$ cat src/rtl/tick_gen_pkg.sv
// Shared timing constants and helpers for the tick generator, timers and blink logic.
package tick_gen_pkg;

   localparam int unsigned CNT_W_DEF        = 26;
   localparam int unsigned DEFAULT_HALF_DEF = 40_000_000;

   // Width of a channel index; never less than one bit so single-channel builds still have a port.
   function automatic int unsigned ch_idx_w(input int unsigned num_ch);
      return (num_ch > 1) ? $clog2(num_ch) : 1;
   endfunction

endpackage

$ cat src/rtl/tick_channel.sv
// One tick/square-wave channel: counter, active and staged half-period, tick strobe and square wave.
module tick_channel
   import tick_gen_pkg::*;
#(
   parameter int unsigned CNT_W        = CNT_W_DEF,
   parameter int unsigned DEFAULT_HALF = DEFAULT_HALF_DEF
) (
   input  logic             clk,
   input  logic             reset,
   input  logic             en,
   input  logic             sync,
   input  logic             cfg_we,
   input  logic [CNT_W-1:0] cfg_half,
   output logic             tick,
   output logic             sq,
   output logic             pending
);

   logic [CNT_W-1:0] cnt_q, cnt_d;
   logic [CNT_W-1:0] half_q, half_d;
   logic [CNT_W-1:0] next_half_q, next_half_d;
   logic [CNT_W-1:0] last_cnt;
   logic             tick_q, tick_d;
   logic             sq_q, sq_d;
   logic             pending_q, pending_d;
   logic             term;
   logic             apply;

   always_comb begin
      // A stored half-period of zero behaves as one.
      last_cnt = (half_q == '0) ? '0 : half_q - CNT_W'(1);
      term     = en && (cnt_q == last_cnt);
      apply    = pending_q && (term || !en || sync);

      cnt_d  = cnt_q + CNT_W'(1);
      tick_d = 1'b0;
      sq_d   = sq_q;
      if (sync || !en) begin
         cnt_d = '0;
         sq_d  = 1'b0;
      end else if (term) begin
         cnt_d  = '0;
         tick_d = 1'b1;
         sq_d   = ~sq_q;
      end

      half_d      = apply ? next_half_q : half_q;
      next_half_d = next_half_q;
      pending_d   = pending_q;
      // cfg_we is only possible while nothing is pending, so it never collides with apply.
      if (cfg_we) begin
         next_half_d = cfg_half;
         pending_d   = 1'b1;
      end else if (apply) begin
         pending_d = 1'b0;
      end
   end

   always_ff @(posedge clk) begin
      if (reset) begin
         cnt_q       <= '0;
         half_q      <= CNT_W'(DEFAULT_HALF);
         next_half_q <= '0;
         tick_q      <= 1'b0;
         sq_q        <= 1'b0;
         pending_q   <= 1'b0;
      end else begin
         cnt_q       <= cnt_d;
         half_q      <= half_d;
         next_half_q <= next_half_d;
         tick_q      <= tick_d;
         sq_q        <= sq_d;
         pending_q   <= pending_d;
      end
   end

   assign tick    = tick_q;
   assign sq      = sq_q;
   assign pending = pending_q;

endmodule

$ cat src/rtl/tick_generator.sv
// Multi-channel tick and square-wave generator: config decode, ready mux and sync fan-out.
module tick_generator
   import tick_gen_pkg::*;
#(
   parameter int unsigned NUM_CH       = 4,
   parameter int unsigned CNT_W        = CNT_W_DEF,
   parameter int unsigned DEFAULT_HALF = DEFAULT_HALF_DEF,
   localparam int unsigned CH_W        = ch_idx_w(NUM_CH)
) (
   input  logic              clk,
   input  logic              reset,
   input  logic [NUM_CH-1:0] en,
   input  logic              sync,
   input  logic              cfg_valid,
   output logic              cfg_ready,
   input  logic [CH_W-1:0]   cfg_ch,
   input  logic [CNT_W-1:0]  cfg_half,
   output logic [NUM_CH-1:0] tick,
   output logic [NUM_CH-1:0] sq,
   output logic [NUM_CH-1:0] pending
);

   logic [NUM_CH-1:0] cfg_we;

   // Out-of-range channel selects read as ready so the request is accepted and dropped.
   always_comb begin
      cfg_ready = 1'b1;
      for (int i = 0; i < NUM_CH; i++) begin
         if (cfg_ch == CH_W'(i)) begin
            cfg_ready = !pending[i];
         end
      end
   end

   always_comb begin
      cfg_we = '0;
      for (int i = 0; i < NUM_CH; i++) begin
         cfg_we[i] = cfg_valid && cfg_ready && (cfg_ch == CH_W'(i));
      end
   end

   for (genvar g = 0; g < NUM_CH; g++) begin : g_ch
      tick_channel #(
         .CNT_W        (CNT_W),
         .DEFAULT_HALF (DEFAULT_HALF)
      ) u_ch (
         .clk      (clk),
         .reset    (reset),
         .en       (en[g]),
         .sync     (sync),
         .cfg_we   (cfg_we[g]),
         .cfg_half (cfg_half),
         .tick     (tick[g]),
         .sq       (sq[g]),
         .pending  (pending[g])
      );
   end

endmodule

$ cat config.mk
export PLATFORM = sky130hd
export DESIGN_NAME = tick_generator
export DESIGN_NICKNAME = d
export VERILOG_FILES = /design/src/rtl/tick_gen_pkg.sv /design/src/rtl/tick_channel.sv /design/src/rtl/tick_generator.sv
export SDC_FILE = /design/constraint.sdc
export NUM_CORES = 1
export LEC_CHECK = 0
export BUFFER_PORTS_ARGS = -buffer_cell sky130_fd_sc_hd__clkbuf_2
export CAP_MARGIN = 10
export CORE_UTILIZATION = 43
export DETAILED_ROUTE_END_ITERATION = 8
export PLACE_DENSITY_LB_ADDON = 0.25
export SKIP_CTS_REPAIR_TIMING = 1
export SLEW_MARGIN = 15
export SYNTH_ARGS = -nofsm -noshare
export SYNTH_HDL_FRONTEND = slang
export SYNTH_SLANG_ARGS = --single-unit
$ cat constraint.sdc
create_clock -name clk -period 12.75 [get_ports clk]
set_input_delay 3.825 -clock clk [delete_from_list [all_inputs] [get_ports clk]]
set_output_delay 3.825 -clock clk [all_outputs]
set_load 0.005 [all_outputs]
Word level (Yosys, flattened, before mapping)
Cells that the tools add are included.
W data, S select, Z words.
{"block": "totals", "ff_bits": 324, "latchBits": 0, "mem_bits_rw": 0, "romBits": 0, "inputBits": 36, "word_cells": 113, "n_memories": 0}
{"block": "op_classes", "addsub": 8, "n_mul": 0, "n_div": 0, "magnitude_cmp": 0, "n_eq_ne": 7, "shift": 0, "mux": 20, "bitwise": 4, "reduce_logical": 50}
{"cell": "$add A26 B1 Y26 const B", "n": 4}
{"cell": "$eq A26 B26 Y1", "n": 4}
{"cell": "$logic_not A26 Y1", "n": 4}
{"cell": "$mux W26", "n": 4}
{"cell": "$sub A26 B1 Y26 const B", "n": 4}
{"cell": "$mux W1", "n": 16}
{"cell": "$logic_and A1 B1 Y1", "n": 13}
{"cell": "$logic_or A1 B1 Y1", "n": 12}
{"cell": "$reduce_or A3 Y1", "n": 4}
{"cell": "$logic_not A1 Y1", "n": 8}
{"cell": "$reduce_bool A2 Y1", "n": 4}
{"cell": "$reduce_or A2 Y1", "n": 4}
{"cell": "$eq A2 B2 Y1 const B", "n": 2}
{"cell": "$not A1 Y1", "n": 4}
{"cell": "$eq A2 B1 Y1 const B", "n": 1}
{"cell": "$logic_not A2 Y1", "n": 1}

Depth between registers and ports, before layout
{"block": "logic_depth", "word_depth": 9, "depth_mapped": 16}

Cells and area by module
A second synthesis with hierarchy kept.
{"block": "unflattened", "cells_unflattened": 2171, "area_unflattened_um2": 18641.6}
{"module": "tick_channel at g_ch[0].u_ch ...", "n_inst": 3, "cells_per_inst": 528, "area_per_inst_um2": 4586.9, "seq_area_each_um2": 1621.6}
{"module": "tick_channel at g_ch[3].u_ch", "n_inst": 1, "cells_per_inst": 580, "area_per_inst_um2": 4819.6, "seq_area_each_um2": 1621.6}
{"module": "tick_generator", "n_inst": 1, "cells_per_inst": 7, "area_per_inst_um2": 61.3, "seq_area_each_um2": 0.0}

Least setup slack after synthesis
No wires, ideal clock.
{"block": "synth_timing", "path_kind": "input-to-output", "from": "input cfg_ch[0]", "to": "output cfg_ready", "arrival_time_ns": 4.381, "t_required_ns": 8.925, "setup_slack_ns": 4.544, "stages": 4, "n_path_buf": 1, "cell_sequence": "clkbuf_1 > nor2b_1 > o21ai_0 > o21ai_0"}
{"block": "synth_between", "elab_chain_len": 5}
{"element": "start, declared", "line": "tick_generator.sv:16", "text": "input logic [CH_W-1:0] cfg_ch,"}
{"element": "$logic_not A2 Y1", "line": "tick_generator.sv:29", "text": "if (cfg_ch == CH_W'(i)) begin"}
{"element": "$mux W1 (3 in series)", "line": "tick_generator.sv:29"}
{"element": "$mux W1 (*)", "line": "tick_generator.sv:29"}
{"element": "end, declared", "line": "tick_generator.sv:15", "text": "output logic cfg_ready,"}
Every way passes the cells marked *; elsewhere a longest branch is shown, timed or not.

Worst setup path in the final report
Ends and elaborated chain as after synthesis.

==> impl_results.md <==
* Run status: finished, final reports clean
* Post-Syn Instances at 2,349
* Number of enable-type register cells in the synthesized netlist at 0
* Measured slew at the worst slew-check pin at 1.12 ns
* Count of different cell masters after synthesis at 93
* Die Area at 44,400 um^2
* Crit path largest cell delay at 0.27 ns
* CTS tree: done
* Clock-pin slew of the registers on the worst-case setup and hold paths at 0.05 ns
* Max Clk Rate at 116 MHz
* Post-layout minimum cycle time at 8.61 ns
* Initial Util at 43.5%
* Setup Total Neg Slack at 0 ns
* Final setup margin at 4.14 ns
* Maximum number of pins on one net before global-route repair at 114
* Crit path cell chain: clkbuf_2 > nor2b_1 > o21ai_0 > o21ai_0 > clkbuf_2
* Later-pin clock latency in the skew report at 0.55 ns
* Clock Sinks at 324
* Placer Congestion at 0.913
* Dominant cell type by area after synthesis: dfxtp_1
* Boundary pin count at 49
* Area contributors post-synth: dfxtp_1 (35%), mux2i_1 (6.5%), nand2_1 (6.1%)
* Number of antenna violations at the first check in global routing at 4
* Worst Setup Start Kind: primary input
* Number of buffers created by CTS at 37
* Width of the die at 211 um
* Top fanout value on the critical path at 8
* Max_cap viols at 0
* Area occupied by registers at 6490 um^2
* Clock tree root buffer cell: clkbuf_16
* Pre-Repair DR Iteration Count at 9
* Path type of the worst setup path: primary input to primary output
* Detail-routed via count per cell at 5.54
* Maximum level of the CTS H-tree at 2
* Internal power of the cells at 1.76 mW
* Signed area change from the synthesized netlist to the final layout at 8.21%
* Die Y-Extent at 211 um
* Area of the placeable core at 43,000 um^2
* Reported leakage power at 6.58 nW
* Total of warnings raised by yosys at 0
* Combinational Power Share at 5.3%
* Net count after synthesis at 2,393
* Worst EP required at 8.92 ns
* Top delay family on crit path: buffers and inverters
* Total number of placement rows at 76
* Dpl hpwl at 35,700 um
* Area occupied by multi-input gates at 11,300 um^2
* Global-route wire length before repair at 79,700 um
* Post-synthesis average cell area at 7.97 um^2
* Slew headroom at 25.6%
* Final critical-path share of the clock period at 67.5%
* Number of buffers between clock root and the deepest sink at 3
* Count of nets left with antenna violations after detail routing at 0
* Psw at 529 uW
* Slowest cell on the critical path: nor2b_1
* Detailed Route Iter0 Violations at 1,078
* Proportion of synthesized chip area in sequential cells at 34.7%
* Power share of the sequential group at 45.6%
* Ys async rst share at 0%
* Switching Share at 23.1%
* Count of final max-slew check failures at 0
* Average wire per standard cell at 17.1 um
* Final clock skew at 0.00821 ns
* Setup repair after global routing missed its margin: false
* Grt ovf at 0
* Total wire length after detailed routing at 49,500 um
* # fillers at 4,332
* Routed vias at 16,021
* Count of buffer and inverter cells on the critical path at 2
* Type of the tightest min-delay check: register to register
* Power density over the cells at 113 nW/um^2
* Final Setup Violations at 0
* Final Hold Fails at 0
* Synthesized cell area at 18,700 um^2
* Clk pwr share at 49.1%
* Endpoint class of the critical path: primary output
* Global-route usage over all layers at 22.3%
* Largest voltage drop on the vdd net at 0.121 mV
* Ratio of cells with drive above 1 in the final layout at 7.47%
* Vias in the first global route at 14,713
* Number of nets in the layout at 2,320
* Arrival time of data at the critical path endpoint at 4.78 ns
* Top-area cell type share of the netlist area at 34.7%
* DRC violations left at 0
* Port Buffer Count at 48
* Worst slack after detailed placement at 4.12 ns
* Primary flip-flop cell chosen by synthesis mapping: dfxtp_1
* Flops & latches, synth at 324
[power groups by stage]
| stage | Sequential [mW] | Combinational [mW] | Clock, mW |
|---|---|---|---|
| floorplan | 1.06 | 0.0876 | 0 |
| global placement | 1.07 | 0.119 | 0 |
| detailed placement | 1.07 | 0.120 | 0 |
| CTS | 1.04 | 0.120 | 1.15 |
| global route | 1.05 | 0.133 | 1.19 |
| finish | 1.04 | 0.120 | 1.13 |
[flip-flops by register name, summed over array words and instances, names as in the netlist]
signal / count
g_ch.u_ch.tick: 4
g_ch.u_ch.next_half_q: 104
g_ch.u_ch.half_q: 104
g_ch.u_ch.cnt_q: 104
g_ch.u_ch.sq: 4
g_ch.u_ch.pending: 4
[routing by layer]
layer / GRT usage (%) / wire length [um]
met2: 36.1 / 22700
met5: 0 / 0
met3: 3.64 / 2550
met4: 6.85 / 1200
met1: 30.4 / 23100
[layout by cell type, fill, tap and decap left out, types with 7 or more instances in the layout]
cell	instances
dfxtp_1	324
nand2_1	303
nor2_1	271
nand2b_1	130
a21oi_1	129
mux2i_1	121
xnor2_1	101
xor2_1	96
nand3_1	74
nor3_1	60
clkbuf_2	47
nor4_1	43
o21ai_0	41
and3_1	39
clkbuf_16	39
inv_1	37
or4_1	36
or3_1	34
nand4_1	33
or2b_1	26
nand3b_1	16
nor3b_1	16
and4_1	14
or2_2	12
o22ai_1	12
and2_1	10
clkbuf_8	10
buf_4	10
a211oi_1	9
a31oi_1	9
a211o_1	8
nor4b_1	8
nand4b_1	8
o31ai_1	8
o41ai_1	8
mux2_2	8
ha_1	8
nor2b_1	7
o211ai_1	7
[kinds of logic (layout without fill, tap and decap cells)]
| kind of cell | after synthesis | count (layout) | share of synthesized area [%] |
|---|---|---|---|
| flops | 324 | 324 | 34.7 |
| compound gates | 313 | 313 | 10.9 |
| xor+xnor | 201 | 201 | 9.71 |
| fa+ha+maj | 8 | 8 | 0.535 |
| mux | 129 | 129 | 6.95 |
| buf+inv | 207 | 160 | 5.34 |
| other cells | 0 | 3 | 0 |
| simple gates | 1167 | 1167 | 32.0 |
[worst reg2reg max path: cells and delay by family (launching register included)]
kind | cells | cell delay, ns
simple gates | 5 | 2.58
compound gates | 4 | 1.84
flops | 1 | 0.34
fa+ha+maj | 1 | 0.19
buf+inv | 1 | 0.08
[per-stage QoR]
step                      power [mW]  instance area, um^2  hold WS [ns]  instances  util (%)
after floorplan                 1.15                18700         0.431       2349         -
after global placement          1.19                19000         0.438       2822      44.1
after detailed placement        1.19                19000         0.443       2822      44.1
after CTS                       2.32                20200         0.451       2887      47.1
after global routing            2.37                20200         0.468       2887      47.1
final                           2.29                20300         0.447       2890      47.1
[worst paths after layout]
path         depth (start not counted)  slack, ns                          from                      endpoint
min                                  2       0.45  g_ch[2].u_ch.next_half_q[16]  g_ch[2].u_ch.next_half_q[16]
min reg2reg                          2       0.45  g_ch[2].u_ch.next_half_q[16]  g_ch[2].u_ch.next_half_q[16]
max                                  5       4.14                     cfg_ch[0]                     cfg_ready
max reg2reg                         11       7.53        g_ch[3].u_ch.half_q[0]          g_ch[3].u_ch.pending
[Yosys cell counts (18+ instances only)]
master	count
or3_1	34
nand2b_1	130
xnor2_1	101
o21ai_0	41
nor2_1	271
and3_1	39
buf_2	18
nand4_1	33
nor4_1	43
nor3_1	61
or2b_1	26
nand2_1	303
mux2i_1	121
nand3_1	76
xor2_1	96
clkbuf_1	115
or4_1	36
inv_1	37
dfxtp_1	324
a21oi_1	129
[area by class of cell]
class,count,area share [%]
antenna,3,0.0371
clock buffer,53,5.52
clock inverter,12,0.822
inverter,37,0.686
multi-input combinational,1818,55.7
sequential,324,32.0
tap,585,3.61
timing repair buffer,58,1.60
Note: power is estimated with default switching activity, not from simulation.
